===== config.mk =====
export PLATFORM = sky130hd
export DESIGN_NAME = muldiv_seq_flat
export DESIGN_NICKNAME = d
export VERILOG_FILES = /design/src/rtl/muldiv_seq_if.sv /design/src/rtl/muldiv_seq.sv /design/src/flat_wrapper.sv
export SDC_FILE = /design/constraint.sdc
export NUM_CORES = 2
export LEC_CHECK = 0
export CORE_ASPECT_RATIO = 0.75
export CORE_MARGIN = 10
export CORE_UTILIZATION = 55
export CTS_CLUSTER_DIAMETER = 40
export DETAILED_ROUTE_END_ITERATION = 12
export GPL_TIMING_DRIVEN = 0
export PLACE_DENSITY = 0.72
export REMOVE_ABC_BUFFERS = 1
export SLEW_MARGIN = 5
export SYNTH_ARGS = -nofsm -noshare
export SYNTH_HDL_FRONTEND = slang
export SYNTH_SLANG_ARGS = --single-unit

===== constraint.sdc =====
create_clock -name clk -period 9.7 [get_ports clk]
set_input_delay 2.425 -clock clk [delete_from_list [all_inputs] [get_ports clk]]
set_output_delay 2.425 -clock clk [all_outputs]
set_load 0.01 [all_outputs]

===== src/rtl/muldiv_seq_if.sv =====
// Request/response bundle between the execute stage and the RV32M sequencer.
// The execute stage drives the request side; the sequencer returns status and result.
interface muldiv_seq_if #(
    parameter int XLEN = 32
);
    logic            start;
    logic [2:0]      funct3;
    logic [XLEN-1:0] op_a;
    logic [XLEN-1:0] op_b;
    logic [4:0]      rd_in;
    logic            flush;
    logic            busy;
    logic            stall;
    logic            done;
    logic [XLEN-1:0] result;
    logic [4:0]      rd_out;

    modport master (
        output start, funct3, op_a, op_b, rd_in, flush,
        input  busy, stall, done, result, rd_out
    );

    modport slave (
        input  start, funct3, op_a, op_b, rd_in, flush,
        output busy, stall, done, result, rd_out
    );
endinterface


===== src/rtl/muldiv_seq.sv =====
// Multi-cycle RV32M sequencer: one registered multiply or an XLEN-step restoring
// divide per request, stalling the pipeline until the result and rd are returned.
module muldiv_seq #(
    parameter int XLEN = 32
) (
    input  logic         clk,
    input  logic         rst_n,
    muldiv_seq_if.slave  bus
);
    localparam int              CW        = $clog2(XLEN);
    localparam logic [CW-1:0]   LAST_ITER = CW'(XLEN - 1);
    localparam logic [XLEN-1:0] MIN_NEG   = {1'b1, {(XLEN-1){1'b0}}};

    typedef enum logic [1:0] {
        S_IDLE,
        S_MUL,
        S_DIV,
        S_FIN
    } state_t;

    state_t          r_state;
    state_t          w_state_next;

    logic [XLEN-1:0] r_a;
    logic [XLEN-1:0] r_b;
    logic [XLEN-1:0] r_quot;
    logic [XLEN-1:0] r_rem;
    logic [XLEN-1:0] r_divisor;
    logic [2:0]      r_f3;
    logic [4:0]      r_rd;
    logic            r_divz;
    logic            r_ovf;
    logic [CW-1:0]   r_cnt;
    logic            r_done;
    logic [XLEN-1:0] r_result;
    logic [4:0]      r_rd_out;

    logic            w_accept;
    logic            w_in_signed;
    logic            w_in_divz;
    logic            w_in_ovf;
    logic [XLEN-1:0] w_a_mag;
    logic [XLEN-1:0] w_b_mag;

    logic            w_a_sx;
    logic            w_b_sx;
    logic [2*XLEN-1:0] w_mul_a;
    logic [2*XLEN-1:0] w_mul_b;
    logic [2*XLEN-1:0] w_prod;
    logic [XLEN-1:0] w_mul_half;

    logic [XLEN:0]   w_rem_sh;
    logic [XLEN:0]   w_diff;
    logic            w_keep;

    logic            w_q_neg;
    logic            w_r_neg;
    logic [XLEN-1:0] w_q_fix;
    logic [XLEN-1:0] w_r_fix;
    logic [XLEN-1:0] w_final;

    // Requests are refused during the done cycle so a held start is not taken twice.
    assign w_accept    = (r_state == S_IDLE) & bus.start & ~bus.flush & ~r_done;
    assign w_in_signed = ~bus.funct3[0];
    assign w_in_divz   = (bus.op_b == '0);
    assign w_in_ovf    = w_in_signed & (bus.op_a == MIN_NEG) & (&bus.op_b);
    assign w_a_mag     = (w_in_signed & bus.op_a[XLEN-1]) ? -bus.op_a : bus.op_a;
    assign w_b_mag     = (w_in_signed & bus.op_b[XLEN-1]) ? -bus.op_b : bus.op_b;

    // MULHU treats both operands as unsigned, MULHSU only the second.
    assign w_a_sx     = (r_f3[1:0] != 2'b11);
    assign w_b_sx     = ~r_f3[1];
    assign w_mul_a    = {{XLEN{w_a_sx & r_a[XLEN-1]}}, r_a};
    assign w_mul_b    = {{XLEN{w_b_sx & r_b[XLEN-1]}}, r_b};
    assign w_prod     = w_mul_a * w_mul_b;
    assign w_mul_half = (r_f3[1:0] == 2'b00) ? w_prod[XLEN-1:0] : w_prod[2*XLEN-1:XLEN];

    // The dividend shifts out of the quotient register as quotient bits shift in.
    assign w_rem_sh = {r_rem, r_quot[XLEN-1]};
    assign w_diff   = w_rem_sh - {1'b0, r_divisor};
    assign w_keep   = ~w_diff[XLEN];

    assign w_q_neg = ~r_f3[0] & (r_a[XLEN-1] ^ r_b[XLEN-1]);
    assign w_r_neg = ~r_f3[0] & r_a[XLEN-1];
    assign w_q_fix = w_q_neg ? -r_quot : r_quot;
    assign w_r_fix = w_r_neg ? -r_rem : r_rem;

    always_comb begin
        w_final = r_quot;
        if (r_f3[2]) begin
            if (r_divz) begin
                w_final = r_f3[1] ? r_a : '1;
            end else if (r_ovf) begin
                w_final = r_f3[1] ? '0 : MIN_NEG;
            end else begin
                w_final = r_f3[1] ? w_r_fix : w_q_fix;
            end
        end
    end

    always_ff @(posedge clk or negedge rst_n) begin
        if (!rst_n) begin
            r_state <= S_IDLE;
        end else begin
            r_state <= w_state_next;
        end
    end

    always_comb begin
        w_state_next = r_state;
        case (r_state)
            S_IDLE: begin
                if (w_accept) begin
                    if (!bus.funct3[2]) begin
                        w_state_next = S_MUL;
                    end else if (w_in_divz || w_in_ovf) begin
                        w_state_next = S_FIN;
                    end else begin
                        w_state_next = S_DIV;
                    end
                end
            end
            S_MUL:   w_state_next = S_FIN;
            S_DIV:   if (r_cnt == LAST_ITER) w_state_next = S_FIN;
            S_FIN:   w_state_next = S_IDLE;
            default: w_state_next = S_IDLE;
        endcase
        if (bus.flush && (r_state != S_IDLE)) begin
            w_state_next = S_IDLE;
        end
    end

    always_ff @(posedge clk or negedge rst_n) begin
        if (!rst_n) begin
            r_a       <= '0;
            r_b       <= '0;
            r_quot    <= '0;
            r_rem     <= '0;
            r_divisor <= '0;
            r_f3      <= '0;
            r_rd      <= '0;
            r_divz    <= 1'b0;
            r_ovf     <= 1'b0;
            r_cnt     <= '0;
            r_done    <= 1'b0;
            r_result  <= '0;
            r_rd_out  <= '0;
        end else begin
            r_done <= 1'b0;
            case (r_state)
                S_IDLE: begin
                    if (w_accept) begin
                        r_a       <= bus.op_a;
                        r_b       <= bus.op_b;
                        r_f3      <= bus.funct3;
                        r_rd      <= bus.rd_in;
                        r_divz    <= w_in_divz;
                        r_ovf     <= w_in_ovf;
                        r_quot    <= w_a_mag;
                        r_divisor <= w_b_mag;
                        r_rem     <= '0;
                        r_cnt     <= '0;
                    end
                end
                S_MUL: begin
                    r_quot <= w_mul_half;
                end
                S_DIV: begin
                    r_rem  <= w_keep ? w_diff[XLEN-1:0] : w_rem_sh[XLEN-1:0];
                    r_quot <= {r_quot[XLEN-2:0], w_keep};
                    r_cnt  <= r_cnt + 1'b1;
                end
                S_FIN: begin
                    if (!bus.flush) begin
                        r_done   <= 1'b1;
                        r_result <= w_final;
                        r_rd_out <= r_rd;
                    end
                end
                default: ;
            endcase
        end
    end

    assign bus.busy   = (r_state != S_IDLE);
    assign bus.stall  = (bus.start | bus.busy) & ~r_done;
    assign bus.done   = r_done;
    assign bus.result = r_result;
    assign bus.rd_out = r_rd_out;

endmodule


===== src/flat_wrapper.sv =====
// flat-port wrapper written by rule: the top's interface ports become plain ports
module muldiv_seq_flat 
#(
    parameter int XLEN = 32
)
  (clk, rst_n, bus_start, bus_funct3, bus_op_a, bus_op_b, bus_rd_in, bus_flush, bus_busy, bus_stall, bus_done, bus_result, bus_rd_out);
  muldiv_seq_if #(.XLEN(XLEN)) bus_i ();
  input  logic clk;
  input  logic rst_n;
  input wire logic [$bits(bus_i.start)-1:0] bus_start;
  input wire logic [$bits(bus_i.funct3)-1:0] bus_funct3;
  input wire logic [$bits(bus_i.op_a)-1:0] bus_op_a;
  input wire logic [$bits(bus_i.op_b)-1:0] bus_op_b;
  input wire logic [$bits(bus_i.rd_in)-1:0] bus_rd_in;
  input wire logic [$bits(bus_i.flush)-1:0] bus_flush;
  output wire logic [$bits(bus_i.busy)-1:0] bus_busy;
  output wire logic [$bits(bus_i.stall)-1:0] bus_stall;
  output wire logic [$bits(bus_i.done)-1:0] bus_done;
  output wire logic [$bits(bus_i.result)-1:0] bus_result;
  output wire logic [$bits(bus_i.rd_out)-1:0] bus_rd_out;
  assign bus_i.start = bus_start;
  assign bus_i.funct3 = bus_funct3;
  assign bus_i.op_a = bus_op_a;
  assign bus_i.op_b = bus_op_b;
  assign bus_i.rd_in = bus_rd_in;
  assign bus_i.flush = bus_flush;
  assign bus_busy = bus_i.busy;
  assign bus_stall = bus_i.stall;
  assign bus_done = bus_i.done;
  assign bus_result = bus_i.result;
  assign bus_rd_out = bus_i.rd_out;
  muldiv_seq #(.XLEN(XLEN)) u_core (.clk(clk), .rst_n(rst_n), .bus(bus_i));
endmodule

=== Word level (Yosys, flattened, before mapping) ===
Cells that the tools add are included.

* Add/subtract/negate cells: 6
* Multiply operators: 1
* Equal/unequal tests: 9
* Mux-type cells: 26
* Bitwise logic cells: 20
* Reduce and logical (&&, ||, !) cells: 14

{| class="wikitable"
|+ Operator list
! cell !! number
|-
| $mux 32 || 14
|-
| $neg 32->32 || 4
|-
| $pmux 32 s3 || 1
|-
| $mul 33x33->64 || 1
|-
| $pmux 32 s2 || 1
|-
| $sub 33x32->33 || 1
|-
| $eq 32x32->1 const B || 1
|-
| $logic_not 32->1 || 1
|-
| $reduce_and 32->1 || 1
|-
| $and 1x1->1 || 12
|-
| $pmux 5 s2 || 1
|-
| $reduce_and 2->1 || 5
|-
| $mux 2 || 4
|-
| $pmux 2 s4 || 1
|-
| $not 1->1 || 6
|-
| $add 5x1->5 const B || 1
|-
| $eq 5x5->1 const B || 1
|-
| $mux 5 || 1
|-
| $eq 2x2->1 const B || 2
|-
| $logic_not 2->1 || 2
|-
| $reduce_bool 2->1 || 2
|-
| $mux 1 || 3
|-
| $ne 3x1->1 const B || 1
|-
| $ne 3x2->1 const B || 1
|-
| other kinds (8) || 8
|}

* Bits in registers: 215
* Input port bits: 76

=== Depth between registers and ports, before layout ===
* Depth in word-level cells: 9
* Depth in mapped cells: 31
* Depth with buffers taken out: 28

=== Worst setup path before layout ===
Ideal clock, no wire load.

* Kind: register to register
* Start: register u_core.r_a[31]
* End: register u_core.r_quot[25]
* Library setup time: 94 ps
* Arrival: 8785 ps
* Required time: 9606 ps
* Slack: 821 ps
* Stages on the path, launching flop included: 30
* Clock period less this slack: 8879 ps
* Path through: dfrtp_1 -> clkbuf_1 -> a21boi_0 -> clkbuf_1 -> clkbuf_1 -> nand2_1 -> fa_1 -> fa_1 -> inv_1 -> fa_1 -> inv_1 -> fa_1 -> inv_1 -> fa_1 -> fa_1 -> fa_1 -> inv_1 -> fa_1 -> inv_1 -> ha_1 -> a21o_1 -> a21oi_1 -> o21bai_1 -> a2111o_1 -> a311o_1 -> o221ai_1 -> o21ai_1 -> xnor2_1 -> a211o_1 -> a211oi_1

* Word-level cells in the longest chain between the ends: 4

{| class="wikitable"
|+ Ends and longest elaborated chain
! what !! line !! text
|-
| start: declaration || muldiv_seq.sv:24 || <nowiki>logic [XLEN-1:0] r_a;</nowiki>
|-
| start signal: assignment || muldiv_seq.sv:153 || <nowiki>r_a <= bus.op_a;</nowiki>
|-
| $and 1x1->1 || muldiv_seq.sv:73 || <nowiki>assign w_mul_a = {{XLEN{w_a_sx & r_a[XLEN-1]}}, r_a};</nowiki>
|-
| $mul 33x33->64 (*) || muldiv_seq.sv:75 || <nowiki>assign w_prod = w_mul_a * w_mul_b;</nowiki>
|-
| $mux 32 (*) || muldiv_seq.sv:76 || <nowiki>assign w_mul_half = (r_f3[1:0] == 2'b00) ? w_prod[XLEN-1:0] : w_prod[2*XLEN-1:XLEN];</nowiki>
|-
| $pmux 32 s3 (*) || muldiv_seq.sv:150 || <nowiki>case (r_state)</nowiki>
|-
| end signal: assignment || muldiv_seq.sv:159 || <nowiki>r_quot <= w_a_mag;</nowiki>
|-
| end signal: assignment || muldiv_seq.sv:166 || <nowiki>r_quot <= w_mul_half;</nowiki>
|-
| end signal: assignment || muldiv_seq.sv:170 || <nowiki>r_quot <= {r_quot[XLEN-2:0], w_keep};</nowiki>
|-
| end: declaration || muldiv_seq.sv:26 || <nowiki>logic [XLEN-1:0] r_quot;</nowiki>
|}

Every way passes the cells marked *; elsewhere a longest branch is shown, timed or not.
A chain may end at the register's enable or synchronous reset.

=== Worst setup path after layout ===
* Start: register u_core.r_b[31]
* End: register u_core.r_quot[30]

* Word-level cells in the longest chain between the ends: 4

{| class="wikitable"
|+ Ends and longest elaborated chain
! what !! line !! text
|-
| start: declaration || muldiv_seq.sv:25 || <nowiki>logic [XLEN-1:0] r_b;</nowiki>
|-
| start signal: assignment || muldiv_seq.sv:154 || <nowiki>r_b <= bus.op_b;</nowiki>
|-
| $and 1x1->1 || muldiv_seq.sv:74 || <nowiki>assign w_mul_b = {{XLEN{w_b_sx & r_b[XLEN-1]}}, r_b};</nowiki>
|-
| $mul 33x33->64 (*) || muldiv_seq.sv:75 ||
|-
| $mux 32 (*) || muldiv_seq.sv:76 ||
|-
| $pmux 32 s3 (*) || muldiv_seq.sv:150 ||
|}

Marks and branches as above.

==> metrics list <==
- The tool flagged a number of max-cap violations equal to 0.
* Cell mode on critical path: fa_1
- List of cells traversed by the critical path: nand2_2 -> buf_12 -> nor2_1 -> fa_1 -> fa_1 -> fa_1 -> fa_1 -> fa_1 -> fa_1 -> fa_1 -> inv_1 -> fa_1 -> inv_1 -> ha_1 -> and3_1 -> nand3_1 -> o21bai_1 -> a2111oi_0 -> nor2_1 -> o31ai_1 -> a2111o_1 -> a41oi_1 -> xor2_1 -> a2bb2oi_1
- Data required time at the worst endpoint: 10.16 ns
- H-tree depth: 1
* 1st-iter DRT viols: 4023
- CP max-delay cell: dfrtp_2
- Timing analysis after detailed placement gives a worst setup slack of -0.659 ns.
- On the worst path, the slowest cell contributes a delay of 0.96 ns.
- Horizontal die dimension: 377 microns
- Number of endpoints failing setup at the final stage: 0
- Register-to-Register Path Depth: 24
* Overall routed net length: 153 mm
* CP max FO: 35
- The number of global-route vias before repair came to 43500.
* GRT Total Usage: 28.6%
* Synthesized netlist cell count: 6071
- For this run, the leading register cell type out of synthesis is dfrtp_1.
- Dividing the detail-routed wire length by the instance count gives 21.4 microns.
* Initial antenna violation count: 4
- Class of the most critical hold timing path: reg2reg
- Longest Clk Path Bufs: 3
- Cell area after synthesis: 52600 sq um
- Setup repair after global routing left no endpoint under its margin.
* Async set-or-reset flop fraction in the synthesized netlist: 100%
- Yosys mapped the design onto 83 distinct sky130hd cell types.
- Global-route wire length before repair: 245 mm
- Count of buffers inserted at the top-level ports: 115
- Clk pin slew, worst setup/hold paths: 0.06 ns
- Number of storage elements in the synthesis netlist: 214
- Across all setup checks in the final design, the least slack found is 0.244 ns.
* Synth-to-layout area growth: 7.02%
- Buffers inserted during clock tree synthesis total 29.
- Die area: 109000 sq um
- Last weighted congestion value of the routability-driven placer: 0.969
- After floorplanning, the core was sized to cover 95200 sq um.
- Of the available clock period, the critical path in the final layout requires 97.5%.
- For the worst setup path, the data arrival time is 9.92 ns.
- Post-CTS Hold Buffers: 0
- Clock root buffer: clkbuf_16
- Warnings, synthesis: 0
- Summing the sequential cell areas from Yosys gives 10.2% of the chip area.
- Worst relative slew slack: 5.24%
* Final Max Slew Viols: 0
- 1st-pass router iterations: 6
- The post-route netlist has 3.99% of its cells at a drive strength greater than 1.
* Synthesized area per cell: 8.67 sq um
* Hold Path Stages: 2
* Outcome: finished, final reports clean
- The floorplan step set the die height to 288 microns.
- After filler insertion, the fill cell instance count of the layout stands at 8307.
* Top achievable clock speed: 0.106 GHz
- The routed design could run at a clock period as short as 9.46 ns.
* Worst slew pin tran: 1.42 ns
- Total congestion overflow after global routing: 0
- Using the TritonRoute via totals, the vias-per-cell ratio works out to 5.81.
- The sequential cells in the finished layout cover a total of 5440 sq um.
* Number of synthesized flops with an enable pin: 0
- Final clock skew: 0.0193 ns
- The repair_antennas step left the layout with diodes totalling 0.
* Element type at the critical path end: register
- Once the floorplan was initialized, standard cells occupied 55.3% of the core.
- HPWL reported at the end of detailed placement: 122 mm
* TritonCTS clock tree: yes
- Vias after detailed routing: 41700
- The net count of the finished layout is 7358.
- In this run the remaining antenna-violating nets after routing total 0.
- Entering global routing, the biggest net connects 110 pins.
- Number of standard-cell rows in the floorplan: 98
* Classification of the worst setup path: reg2reg
- # DRC: 0
- Hold is met by 0.464 ns.
- The later pin in the worst-skew pair is clocked with a latency of 0.59 ns.
- The final count of hold timing violations is 0.
* Type of element launching the critical path: register
- Summing all multi-input logic gate instances after layout gives 41400 sq um.
- IO Pins: 116
- Number of clock sinks seen by CTS: 214
synthesized netlist by cell type, drive strengths merged, types with 17 or more instances:
cell,n,area share (%)
dfrtp,214,10
o22ai,20,0.24
o31ai,25,0.39
o211ai,35,0.52
fa,1126,43
buf,25,0.23
a31oi,35,0.42
inv,1185,8.5
xnor2,120,2.0
mux2i,27,0.51
xor2,91,1.5
nand3,37,0.35
nand2b,17,0.20
a21o,59,0.84
clkbuf,357,2.5
a221oi,23,0.38
nor3,45,0.45
nor2,173,1.2
a21oi,178,1.7
nand4,46,0.55
o21ai,215,2.1
and2,371,4.4
ha,257,6.1
nand2,1145,8.2
worst max-delay path, delay by kind of cell, from the launching register on:
kind            cells  cell delay (ns)
fa+ha+maj           9             4.33
flops               1             0.96
xor+xnor            1             0.25
simple gates        5             1.24
buf+inv             3             0.44
compound gates      6             2.07
registers in the layout, indices dropped and copies added, names as in the netlist, 3 cells and up:
register / count
u_core.r_quot: 32
u_core.r_b: 31
u_core.r_f3: 3
u_core.r_rd: 5
u_core.r_a: 32
u_core.r_cnt: 5
u_core.bus.result: 32
u_core.r_divisor: 32
u_core.bus.rd_out: 5
u_core.r_rem: 32
cells in the final DEF (no fill, tap or decap), types with 36 or more instances in the layout:
master           instances
inv_1                 1181
nand2_1               1144
fa_1                  1124
and2_1                 371
ha_1                   256
o21ai_0                175
a21oi_1                174
nor2_1                 171
dfrtp_1                151
xnor2_1                120
clkdlybuf4s50_1        114
xor2_1                  91
dfrtp_2                 61
a21o_1                  59
nand4_1                 46
nor3_1                  42
o21ai_1                 38
nand3_1                 36
repair_timing:
item | 4_1_cts | 5_1_grt
endpoints found under the setup margin | 11 | 7
gates resized for setup | 7 | 3
pin swaps | 0 | 1
endpoints found under the hold margin | 0 | 0
buffers inserted | 2 | 11
final timing paths:
check / slack (ns) / to / from
setup / recovery: 0.24 / u_core.r_quot[30] / u_core.r_b[31]
hold / removal: 0.46 / u_core.bus.rd_out[4] / u_core.r_rd[4]
setup reg to reg: 0.24 / u_core.r_quot[30] / u_core.r_b[31]
hold reg to reg: 0.46 / u_core.bus.rd_out[4] / u_core.r_rd[4]
max in group asynchronous: 6.64 / u_core.r_a[16] / rst_n
min in group asynchronous: 1.94 / u_core.bus.result[10] / rst_n
metrics by stage:
step / instances / setup TNS [ns] / util (%) / cell area [sq um]
global placement: 7054 / -1049.98 / 56.6 / 53900
global route: 7172 / 0 / 59.2 / 56300
floorplan: 5689 / -1.69 / - / 51200
finish: 7172 / 0 / 59.2 / 56300
CTS: 7161 / 0 / 59.1 / 56200
detailed placement: 7105 / -2.66 / 57.9 / 55100
area by class of cell:
type                       count  area share, %
timing repair buffer         179           4.17
sequential                   214           9.66
clock buffer                  34           1.36
tap                         1250           2.78
multi-input combinational   4290           73.6
clock inverter                20          0.540
inverter                    1185           7.92
logic make-up after synthesis:
family / synth area share, %
simple gates: 16.6
buf+inv: 11.2
flops: 10.2
mux: 0.578
xor+xnor: 3.51
compound gates: 8.93
fa+ha+maj: 48.9
routing by layer:
layer	track usage (%)	part of all wire, %	vias up	routed length, microns
li1	-	-	18100	-
met1	40.7	42	21200	64400
met2	44.1	44	2109	68000
met3	6.19	10	293	16100
met4	8.07	3.2	4	4850
met5	0.180	0.015	-	23
Power is not shown: default switching activity piles up to over one toggle a cycle in this logic, so the estimate is an artifact.
